### src/rtl/keypad_pkg.sv
// Shared keypad definitions: key codes, scan FSM state encoding and the matrix map.
// Imported by the scan encoder and by the calculator mode FSM that consumes key_in.
package keypad_pkg;

  typedef logic [3:0] key_code_t;

  localparam key_code_t KEY_ADD   = 4'd10;
  localparam key_code_t KEY_SUB   = 4'd11;
  localparam key_code_t KEY_MUL   = 4'd12;
  localparam key_code_t KEY_ENTER = 4'd13;
  localparam key_code_t KEY_STAR  = 4'd14;
  localparam key_code_t KEY_HASH  = 4'd15;

  localparam logic [1:0] ST_SCAN     = 2'd0;
  localparam logic [1:0] ST_DEBOUNCE = 2'd1;
  localparam logic [1:0] ST_HELD     = 2'd2;

  // Physical layout: r0: 1 2 3 + | r1: 4 5 6 - | r2: 7 8 9 * | r3: *-key 0 # enter
  function automatic key_code_t keymap(input logic [1:0] row, input logic [1:0] col);
    key_code_t code;
    code = '0;
    case ({row, col})
      4'b00_00: code = 4'd1;
      4'b00_01: code = 4'd2;
      4'b00_10: code = 4'd3;
      4'b00_11: code = KEY_ADD;
      4'b01_00: code = 4'd4;
      4'b01_01: code = 4'd5;
      4'b01_10: code = 4'd6;
      4'b01_11: code = KEY_SUB;
      4'b10_00: code = 4'd7;
      4'b10_01: code = 4'd8;
      4'b10_10: code = 4'd9;
      4'b10_11: code = KEY_MUL;
      4'b11_00: code = KEY_STAR;
      4'b11_01: code = 4'd0;
      4'b11_10: code = KEY_HASH;
      4'b11_11: code = KEY_ENTER;
      default:  code = '0;
    endcase
    return code;
  endfunction

  // Lowest-index active-low row wins when several rows are pulled down together.
  function automatic logic [1:0] low_row_index(input logic [3:0] rows);
    logic [1:0] idx;
    idx = 2'd0;
    if      (!rows[0]) idx = 2'd0;
    else if (!rows[1]) idx = 2'd1;
    else if (!rows[2]) idx = 2'd2;
    else if (!rows[3]) idx = 2'd3;
    return idx;
  endfunction

  function automatic logic [1:0] col_index(input logic [3:0] cols);
    logic [1:0] idx;
    idx = 2'd0;
    case (cols)
      4'b1110: idx = 2'd0;
      4'b1101: idx = 2'd1;
      4'b1011: idx = 2'd2;
      4'b0111: idx = 2'd3;
      default: idx = 2'd0;
    endcase
    return idx;
  endfunction

endpackage

### src/rtl/keypad_scan_encoder_sync2.sv
// Two-flop synchronizer for the asynchronous keypad row inputs.
// Resets to all-ones so an idle (pulled-up) keypad is assumed until real samples arrive.
module sync2 #(
  parameter int unsigned WIDTH = 4
) (
  input  logic             clk,
  input  logic             rst_n,
  input  logic [WIDTH-1:0] d,
  output logic [WIDTH-1:0] q
);

  logic [WIDTH-1:0] meta;

  always_ff @(posedge clk or negedge rst_n) begin
    if (!rst_n) begin
      meta <= '1;
      q    <= '1;
    end else begin
      meta <= d;
      q    <= meta;
    end
  end

endmodule

### src/rtl/keypad_scan_encoder.sv
// 4x4 matrix keypad scanner: column rotation, press/release debounce and key encoding.
// Produces key_in/key_valid/key_down for the calculator mode FSM.
module keypad_scan_encoder
  import keypad_pkg::*;
#(
  parameter int unsigned SCAN_DIV     = 50000,
  parameter int unsigned DEBOUNCE_CNT = 10
) (
  input  logic       clk,
  input  logic       rst_n,
  input  logic [3:0] row_n,
  output logic [3:0] col_n,
  output logic [3:0] key_in,
  output logic       key_valid,
  output logic       key_down
);

  localparam int unsigned SW = $clog2(SCAN_DIV);
  localparam int unsigned DW = $clog2(DEBOUNCE_CNT + 1);
  localparam logic [SW-1:0] SLOT_LAST = SW'(SCAN_DIV - 1);
  localparam logic [DW-1:0] DEB_LIMIT = DW'(DEBOUNCE_CNT);

  logic [3:0]    rows_s;
  logic [SW-1:0] slot;
  logic [1:0]    state;
  logic [1:0]    cand_row;
  logic [1:0]    cand_col;
  logic [DW-1:0] deb_cnt;
  logic [DW-1:0] rel_cnt;

  logic          sample;
  logic          any_low;
  logic          cand_low;
  logic [DW-1:0] deb_next;
  logic [DW-1:0] rel_next;
  logic [3:0]    col_rot;
  logic [1:0]    hit_row;
  logic [1:0]    hit_col;

  sync2 #(.WIDTH(4)) u_sync (
    .clk   (clk),
    .rst_n (rst_n),
    .d     (row_n),
    .q     (rows_s)
  );

  // Counters saturate at the limit so a long hold never wraps back to an accept.
  always_comb begin
    sample   = (slot == SLOT_LAST);
    any_low  = (rows_s != 4'hF);
    cand_low = ~rows_s[cand_row];
    deb_next = (deb_cnt == DEB_LIMIT) ? deb_cnt : deb_cnt + 1'b1;
    rel_next = cand_low ? '0 : ((rel_cnt == DEB_LIMIT) ? rel_cnt : rel_cnt + 1'b1);
    col_rot  = {col_n[2:0], col_n[3]};
    hit_row  = low_row_index(rows_s);
    hit_col  = col_index(col_n);
  end

  always_ff @(posedge clk or negedge rst_n) begin
    if (!rst_n) begin
      slot      <= '0;
      state     <= ST_SCAN;
      col_n     <= 4'b1110;
      cand_row  <= '0;
      cand_col  <= '0;
      deb_cnt   <= '0;
      rel_cnt   <= '0;
      key_in    <= '0;
      key_valid <= 1'b0;
      key_down  <= 1'b0;
    end else begin
      slot      <= sample ? '0 : slot + 1'b1;
      key_valid <= 1'b0;
      if (sample) begin
        case (state)
          ST_SCAN: begin
            if (!any_low) begin
              col_n <= col_rot;
            end else begin
              cand_row <= hit_row;
              cand_col <= hit_col;
              deb_cnt  <= DW'(1);
              rel_cnt  <= '0;
              if (DEBOUNCE_CNT == 1) begin
                key_in    <= keymap(hit_row, hit_col);
                key_valid <= 1'b1;
                key_down  <= 1'b1;
                state     <= ST_HELD;
              end else begin
                state <= ST_DEBOUNCE;
              end
            end
          end
          ST_DEBOUNCE: begin
            if (cand_low) begin
              deb_cnt <= deb_next;
              if (deb_next == DEB_LIMIT) begin
                key_in    <= keymap(cand_row, cand_col);
                key_valid <= 1'b1;
                key_down  <= 1'b1;
                rel_cnt   <= '0;
                state     <= ST_HELD;
              end
            end else begin
              col_n <= col_rot;
              state <= ST_SCAN;
            end
          end
          ST_HELD: begin
            rel_cnt <= rel_next;
            if (rel_next == DEB_LIMIT) begin
              key_down <= 1'b0;
              col_n    <= col_rot;
              state    <= ST_SCAN;
            end
          end
          default: state <= ST_SCAN;
        endcase
      end
    end
  end

endmodule

### config.mk
export PLATFORM = sky130hd
export DESIGN_NAME = keypad_scan_encoder
export DESIGN_NICKNAME = d
export VERILOG_FILES = /design/src/rtl/keypad_pkg.sv /design/src/rtl/keypad_scan_encoder_sync2.sv /design/src/rtl/keypad_scan_encoder.sv
export SDC_FILE = /design/constraint.sdc
export NUM_CORES = 1
export LEC_CHECK = 0
export CORE_ASPECT_RATIO = 0.75
export CORE_MARGIN = 2
export CORE_UTILIZATION = 50
export DETAILED_ROUTE_END_ITERATION = 6
export PLACE_DENSITY = 0.72
export SLEW_MARGIN = 0
export SYNTH_ARGS = -nofsm -noshare
export SYNTH_HDL_FRONTEND = slang
export SYNTH_HIERARCHICAL = 1
export SYNTH_SLANG_ARGS = --single-unit
### constraint.sdc
create_clock -name clk -period 2.2 [get_ports clk]
set_input_delay 0.66 -clock clk [delete_from_list [all_inputs] [get_ports clk]]
set_output_delay 0.66 -clock clk [all_outputs]
set_load 0.005 [all_outputs]
**Word-level counts from Yosys, hierarchy flattened**

Memory sizes are Yosys's and may differ from the RTL's. A register that Yosys moved wholly into a read port is not among the register bits.
Cells that the tools add are included.

- Bits in registers: 44
- Output and inout port bits: 10
- Bits in read-only memories: 64
- Input port bits: 6
- Memories kept: 1
- Word-level logic and storage cells: 82

- Reductions and logical operators: 12
- Muxes and demuxes: 35
- Bitwise gates (word level): 1
- Equal/unequal tests: 18
- Add/subtract/negate cells: 3
- Order comparisons: 1

Memory list:

| memory | depth | width | read ports | clocked after Yosys merged registers in | write ports | RTL line | RTL |
|---|---|---|---|---|---|---|---|
| (no name shown) | 16 | 4 | 1 | 1 | 0 | keypad_pkg.sv:22 | `case ({row, col})` |

Operator list:

| operator | number |
|---|---|
| 2-to-1 mux 4 bit | 11 |
| equality test 4 bit, second input constant | 6 |
| case mux 4 bit (3 select lines) | 2 |
| adder 16 x 1 -> 16 bit, second input constant | 1 |
| equality test 16 bit, second input constant | 1 |
| 2-to-1 mux 16 bit | 1 |
| 2-to-1 mux 2 bit | 8 |
| AND reduction 5 bit | 3 |
| inequality test 2 bit, second input constant | 6 |
| case mux 2 bit (3 select lines) | 2 |
| AND reduction 4 bit | 3 |
| adder 4 x 1 -> 4 bit, second input constant | 2 |
| 2-to-1 mux 1 bit | 8 |
| case mux 4 bit (2 select lines) | 1 |
| equality test 4 x 3 -> 1 bit, second input constant | 1 |
| inequality test 4 bit, second input constant | 1 |
| nonzero test 2 bit | 2 |
| < comparator 2 x 3 -> 1 bit, second input constant | 1 |
| inequality test 3 bit, second input constant | 1 |
| AND reduction 3 bit | 1 |
| nonzero test 3 bit | 1 |
| binary-select mux 1 bit (select 2 bit) | 1 |
| equality test 2 x 1 -> 1 bit, second input constant | 1 |
| equality test 2 bit, second input constant | 1 |
| other kinds (4) | 4 |

**Depth between registers and ports, before layout**

Gate-level depths: netlist of run 1.

- Depth after elaboration: 7
- Gate-level depth with buffers: 8
- Depth with buffers taken out: 7

**Cells and area by module**

The synthesis of run 1 kept the hierarchy.

Modules (own cells, without submodules):

| module | area an instance (um^2) | cells an instance | instances | sequential area each (um^2) |
|---|---|---|---|---|
| keypad_scan_encoder | 2306.0 | 238 | 1 | 1004.7 |
| sync2 | 210.2 | 8 | 1 | 210.2 |

**Worst setup path after synthesis of run 1**

Ideal clock, no wire load.

- Kind: register -> register
- Start: reg rel_cnt[0]
- End: reg col_n[0]
- Path buffers: 0
- Data required time: 2075 ps
- Stages on the path, launching flop included: 8
- Period minus slack after synthesis: 2102 ps
- Setup slack: 98 ps
- Setup time: 125 ps
- Arrival time: 1977 ps
- Cells stage by stage: dfrtp_1 > inv_1 > ha_1 > or4b_1 > nand4_1 > nand3_1 > a21oi_1 > mux2_2

- Word-level cells in the longest chain between the ends: 6
- Elaborated cells between the ends (all ways): 7
- Classes of those cells: add/sub (1); eq/ne (3); mux (2); reduce/logical (1)

RTL lines:

| item | RTL line | RTL |
|---|---|---|
| start, declared | keypad_scan_encoder.sv:29 | `logic [DW-1:0] rel_cnt;` |
| start signal, assigned | keypad_scan_encoder.sv:110 | `rel_cnt <= rel_next;` |
| adder 4 x 1 -> 4 bit or equality test 4 bit (tied branches) | keypad_scan_encoder.sv:53 | `rel_next = cand_low ? '0 : ((rel_cnt == DEB_LIMIT) ? rel_cnt : rel_cnt + 1'b1);` |
| 2-to-1 mux 4 bit * (2 in series) | keypad_scan_encoder.sv:53 |  |
| equality test 4 bit * | keypad_scan_encoder.sv:111 | `if (rel_next == DEB_LIMIT) begin` |
| inequality test 2 bit (no source line) * | n/a |  |
| AND reduction 5 bit (no source line) * | n/a |  |
| end signal, assigned | keypad_scan_encoder.sv:78 | `col_n <= col_rot;` |
| end signal, assigned | keypad_scan_encoder.sv:105 | `col_n <= col_rot;` |
| end signal, assigned | keypad_scan_encoder.sv:113 | `col_n <= col_rot;` |
| end, declared | keypad_scan_encoder.sv:12 | `output logic [3:0] col_n,` |

Every way passes the cells marked *; elsewhere a longest branch is shown, timed or not.
A chain may end at the register's enable or synchronous reset.

**Worst setup path after layout of run 1**

- Start: reg rel_cnt[1]
- End: reg col_n[0]

The elaborated chain is that of the path after synthesis.

==> reports/qor.yml, run 1 <==
ys_seq_elements: 48
finalSetupTns_ps: 0
drv_cap: 0
via_per_inst: 5.71
critPathMaxFanout: 5
final_max_slew_viol_count: 0
peakVddDrop_v: 0.000374
row_count: 22
wl_mm: 5.17
grt_max_degree: 19
chipHeight_um: 65.4
fillers: 397
fin_nets: 300
cts_max_level: 2
min_period_ps: 2130
ys_seq_area_share_pct: 48.3
leakage_nw: 1.32
cts-root-buf: "clkbuf_8"
netlist_instances: 246
yosysTopAreaCell: "dfrtp_1"
ys_async_sr_fraction_pct: 100
required_ps: 2400
crit_start: "rel_cnt[1]"
grt_pass1_wl_mm: 8.53
skew_ps: 10.3
hold_viol: 0
cts_buffers: 5
synth_cell_type_count: 52
fin_cells: 345
ant_nets: 0
clock_latency_ps: 300
syn-num-nets: 262
clock_path_buffers: 2
holdCritPathClass: "input port to async pin"
area_delta_synth_final_pct: 20.7
drt_iter0_drc: 137
synthTopCellsByArea: "dfrtp_1 (37%), dfstp_2 (11%), ha_1 (5.0%), nand2_1 (3.4%), nand3_1 (3.2%)"
syn_area_um2: 2520
utilization_pct: 62.4
drtPass1Iterations: 4
multi_input_area_um2: 1250
cts.sinks: 48
path_clk_slew_ps: 90
synth_edf_count: 0
power_density_nw_per_um2: 545
drc: 0
synth_top_area_share_pct: 36.8
post_drt_wl_per_cell_um: 15.0
dp_hpwl_mm: 3.63
critPathArrivalTime_ps: 2330
dpl.cell_count: 330
initial_core_util_pct: 51.6
cts_tree: "yes"
tightest_slew_ps: 439
setup_ws_ps: 66.4
slew_headroom_pct: 70.0
post-place-ws_ps: 18.1
grtUsageTotal_pct: 19.5
crit_path_end_kind: "flip-flop"
vias: 1971
status: "finished, final reports clean"
core-area_um2: 4870
regArea_um2: 1220
portBuffers: 15
synth_top_cells_by_count: "dfrtp_1 (37), nand2_1 (23), nor2_1 (19), nand3_1 (16), o21ai_0 (14)"
die_x_um: 85.9
yosys_warnings: 6
synth_flop_cell: "dfrtp_1"
min_period_over_period_pct: 97.0
drive_above_1_share_pct: 20.7
globalplace.congestion: 0.907
antennaDiodeCount: 0
timing.rr.start: "rel_cnt[1]"
avgSynthCellArea_um2: 10.2
setup_viol: 0
io_pins: 16
synth.most_common_cell: "dfrtp_1"
antenna_found_initial: 0
grt_pass1_vias: 1847
dieArea_um2: 5620
crit_type: "flip-flop to flip-flop"
fmax_mhz: 469
crit_path_start_kind: "flip-flop"
gr-total-overflow: 0
-- cells in the final DEF (no fill, tap or decap), types with 5 or more instances in the layout --
cell type	instances
ha_1	9
o21ai_0	14
nand3_1	16
dfrtp_1	35
nand4_1	6
clkdlybuf4s50_1	14
dfstp_2	11
buf_4	24
nor3_1	6
xor2_1	8
xnor2_1	8
clkbuf_8	5
inv_1	9
nand2_1	23
nor2_1	19
-- power breakdown --
group / internal (mW) / total (mW) / switching [mW]
Clock: 0.412 / 0.719 / 0.307
Combinational: 0.0143 / 0.0380 / 0.0237
Sequential: 0.895 / 0.899 / 0.00387
Total: 1.32 / 1.66 / 0.335
-- per-layer routing --
metal	global-route usage (%)	vias up	wire length [um]
li1	-	965	-
met1	27.9	955	2600
met2	29.6	45	2320
met3	4.15	6	188
met4	6.15	0	65
met5	0	-	0
-- sequential cells by signal, summed over array words and instances, names as in the netlist --
| name | flops |
|---|---|
| key_down | 1 |
| slot | 16 |
| state | 2 |
| key_valid | 1 |
| key_in | 4 |
| rel_cnt | 4 |
| cand_row | 2 |
| u_sync/meta | 4 |
| cand_col | 2 |
| u_sync/q | 4 |
| col_n | 4 |
| deb_cnt | 4 |
-- cells by family (layout without fill, tap and decap cells) --
kind of cell / after synthesis / after routing / synth area share (%)
AO/OA/AOI/OAI: 42 / 42 / 11.1
XOR/XNOR: 16 / 16 / 5.57
adder cells (fa/ha/maj): 10 / 10 / 4.97
buffers and inverters: 18 / 57 / 2.88
flip-flops: 48 / 48 / 48.3
multiplexers: 8 / 8 / 4.28
AND/OR/NAND/NOR: 104 / 104 / 22.9
-- worst max-delay path: stages (launching register included) --
cell	delay, ps
dfrtp_2	460
ha_4	170
or4b_1	530
nand4_1	130
nand3_1	110
a21oi_2	160
buf_4	150
mux2_2	320
-- path summary, 6_finish.rpt --
check | endpoint | slack, ps | cells past startpoint
worst max-delay path | col_n[0] | 70 | 7
worst min-delay path | slot[2] | 280 | 1
worst max register to register | col_n[0] | 70 | 7
worst min register to register | u_sync/q[3] | 360 | 0
max in group asynchronous | u_sync/meta[1] | 1320 | 2
min in group clk | u_sync/q[3] | 360 | 0
-- stage by stage --
step / total power, mW / instance area [um^2] / hold slack (ps)
floorplan: 0.922 / 2520 / 345
global placement: 0.955 / 2830 / 347
detailed placement: 0.956 / 2830 / 347
CTS: 1.67 / 2970 / 295
global route: 1.72 / 3040 / 311
finish: 1.66 / 3040 / 281
-- what timing repair did --
| item | CTS | global route |
|---|---|---|
| hold buffers | 0 | 0 |
| buffers inserted | 1 | 6 |
| setup endpoints to repair | 4 | 10 |
| resized for setup | 1 | 6 |
| pin swaps | 0 | 5 |
-- cell type report --
cell class	instances	share of cell area [%]
timing repair buffer	39	10.7
tap	60	2.47
sequential	48	40.1
inverter	10	1.24
clock inverter	2	1.28
clock buffer	6	3.09
multi-input combinational	180	41.1
Note: power is estimated with default switching activity, not from simulation.
==> run 2, diff against run 1 <==
--- a/config.mk
+++ b/config.mk
@@ -5,11 +5,14 @@
 export SDC_FILE = /design/constraint.sdc
 export NUM_CORES = 1
 export LEC_CHECK = 0
+export CAP_MARGIN = 5
 export CORE_ASPECT_RATIO = 0.75
 export CORE_MARGIN = 2
 export CORE_UTILIZATION = 50
 export DETAILED_ROUTE_END_ITERATION = 6
+export GPL_ROUTABILITY_DRIVEN = 0
 export PLACE_DENSITY = 0.72
+export REMOVE_ABC_BUFFERS = 1
 export SLEW_MARGIN = 0
 export SYNTH_ARGS = -nofsm -noshare
 export SYNTH_HDL_FRONTEND = slang
==> reports/qor.yml, run 2 (synthesis gave the netlist of run 1 again) <==
grt_max_degree: 49  # +30
drt_iter0_drc: 104  # -24%
required_ps: 2400  # about the same
antenna_found_initial: 0  # unchanged
crit_path_end_kind: "flip-flop"
cts_buffers: 5  # unchanged
critPathMaxFanout: 8  # +3
gr-total-overflow: 0  # unchanged
status: "finished, final reports clean"
cts_max_level: 2  # unchanged
clock_latency_ps: 310  # about the same
core-area_um2: 4870  # unchanged
rsz0062_at_grt: "yes"
critPathArrivalTime_ps: 2380  # +50 ps
fin_cells: 340  # -1.4%
post-place-ws_ps: 19.5  # +1.35 ps
final_cell_mix: "dfrtp_1 (35), nand2_1 (23), nor2_1 (19), buf_4 (19), nand3_1 (16)"
skew_ps: 4.61  # -5.74 ps
grt_pass1_vias: 1776  # -3.8%
slew_headroom_pct: 60.4  # -9.6 points
chipHeight_um: 65.4  # unchanged
wl_mm: 4.93  # -4.5%
grtUsageTotal_pct: 19.5  # +0.059 points
fmax_mhz: 458  # -2.3%
post_drt_wl_per_cell_um: 14.5  # -3.1%
min_period_ps: 2180  # +51.1 ps
path_clk_slew_ps: 90  # about the same
hold_viol: 0  # unchanged
row_count: 22  # unchanged
min_period_over_period_pct: 99.3  # +2.3 points
setup_viol: 0  # unchanged
drv_cap: 0  # unchanged
leakage_nw: 1.27  # -3.5%
multi_input_area_um2: 1250  # unchanged
ant_nets: 0  # unchanged
fillers: 405  # +2.0%
drc: 0  # unchanged
power_density_nw_per_um2: 504  # -7.5%
setup_ws_ps: 15.3  # -51.1 ps
initial_core_util_pct: 51.6  # unchanged
via_per_inst: 5.59  # -2.2%
fin_nets: 295  # -1.7%
dpl.cell_count: 328  # -0.61%
drive_above_1_share_pct: 20.0  # -0.70 points
regArea_um2: 1220  # unchanged
dieArea_um2: 5620  # unchanged
io_pins: 16  # unchanged
vias: 1899  # -3.7%
cts-root-buf: "clkbuf_8"
area_delta_synth_final_pct: 17.9
holdCritPathClass: "flip-flop to flip-flop"
die_x_um: 85.9  # unchanged
portBuffers: 15  # unchanged
final_max_slew_viol_count: 0  # unchanged
tightest_slew_ps: 594  # +156 ps
crit_type: "flip-flop to flip-flop"
final_common_cell: "dfrtp_1"
hold-worst-slack_ps: 359  # +77.5 ps
cts_tree: "yes"
clock_path_buffers: 2  # unchanged
drtPass1Iterations: 4  # unchanged
grt_pass1_wl_mm: 8.56  # +0.33%
dp_hpwl_mm: 3.45  # -5.0%
crit_path_start_kind: "flip-flop"
antennaDiodeCount: 0  # unchanged
peakVddDrop_v: 0.000399  # +6.7%
largest-register: "slot"
largest_register_ffs: 16  # unchanged
cts.sinks: 48  # unchanged
power_mw: 1.50  # -9.7%
run 2: path summary, 6_finish.rpt:
| kind | startpoint | endpoint | slack, ps | cells past startpoint |
|---|---|---|---|---|
| worst max-delay path | rel_cnt[1] | col_n[0] | 20 | 7 |
| worst min-delay path | u_sync/meta[1] | u_sync/q[1] | 360 | 0 |
| worst max register to register | rel_cnt[1] | col_n[0] | 20 | 7 |
| worst min register to register | u_sync/meta[1] | u_sync/q[1] | 360 | 0 |
| max in group asynchronous | rst_n | deb_cnt[0] | 1350 | 2 |
| min in group asynchronous | rst_n | deb_cnt[3] | 430 | 2 |
run 2: power by group:
part           leakage (nW)  internal, mW  switching (mW)
Sequential            0.614         0.895         0.00403
Combinational         0.614        0.0120          0.0229
Clock                0.0434         0.255           0.306
Total                  1.27          1.16           0.333
run 2: layout make-up:
class	instances	area share [%]
inverter	10	1.27
clock buffer	6	2.78
multi-input combinational	180	42.2
tap	60	2.53
clock inverter	2	0.506
timing repair buffer	34	9.70
sequential	48	41.1
run 2: per-layer routing:
metal | vias to the layer above | routed length, um | track usage [%]
li1 | 960 | - | -
met1 | 901 | 2630 | 30.2
met2 | 32 | 2090 | 26.7
met3 | 6 | 160 | 4.65
met4 | 0 | 60 | 6.15
met5 | - | 0 | 0
run 2: stage by stage:
step	utilization [%]	area [um^2]	setup TNS, ps
2_1_floorplan	-	2480	0
3_3_place_gp	57.8	2810	0
3_5_place_dp	57.8	2810	0
4_1_cts	59.9	2920	0
5_1_grt	60.9	2970	-279
6_report	60.9	2970	0
run 2: worst max-delay path, stage by stage (launching register included):
cell,delay (ps)
dfrtp_1,480
ha_2,220
or4b_1,490
nand4_1,110
nand3_1,120
a21oi_2,160
buf_4,160
mux2_2,330
run 2: repair_timing:
| action | in CTS | in global routing |
|---|---|---|
| buffers inserted | 1 | 3 |
| gates resized for setup | 0 | 8 |
| pin swaps | 0 | 2 |
| hold buffers | 0 | 0 |
| setup endpoints to repair | 1 | 15 |
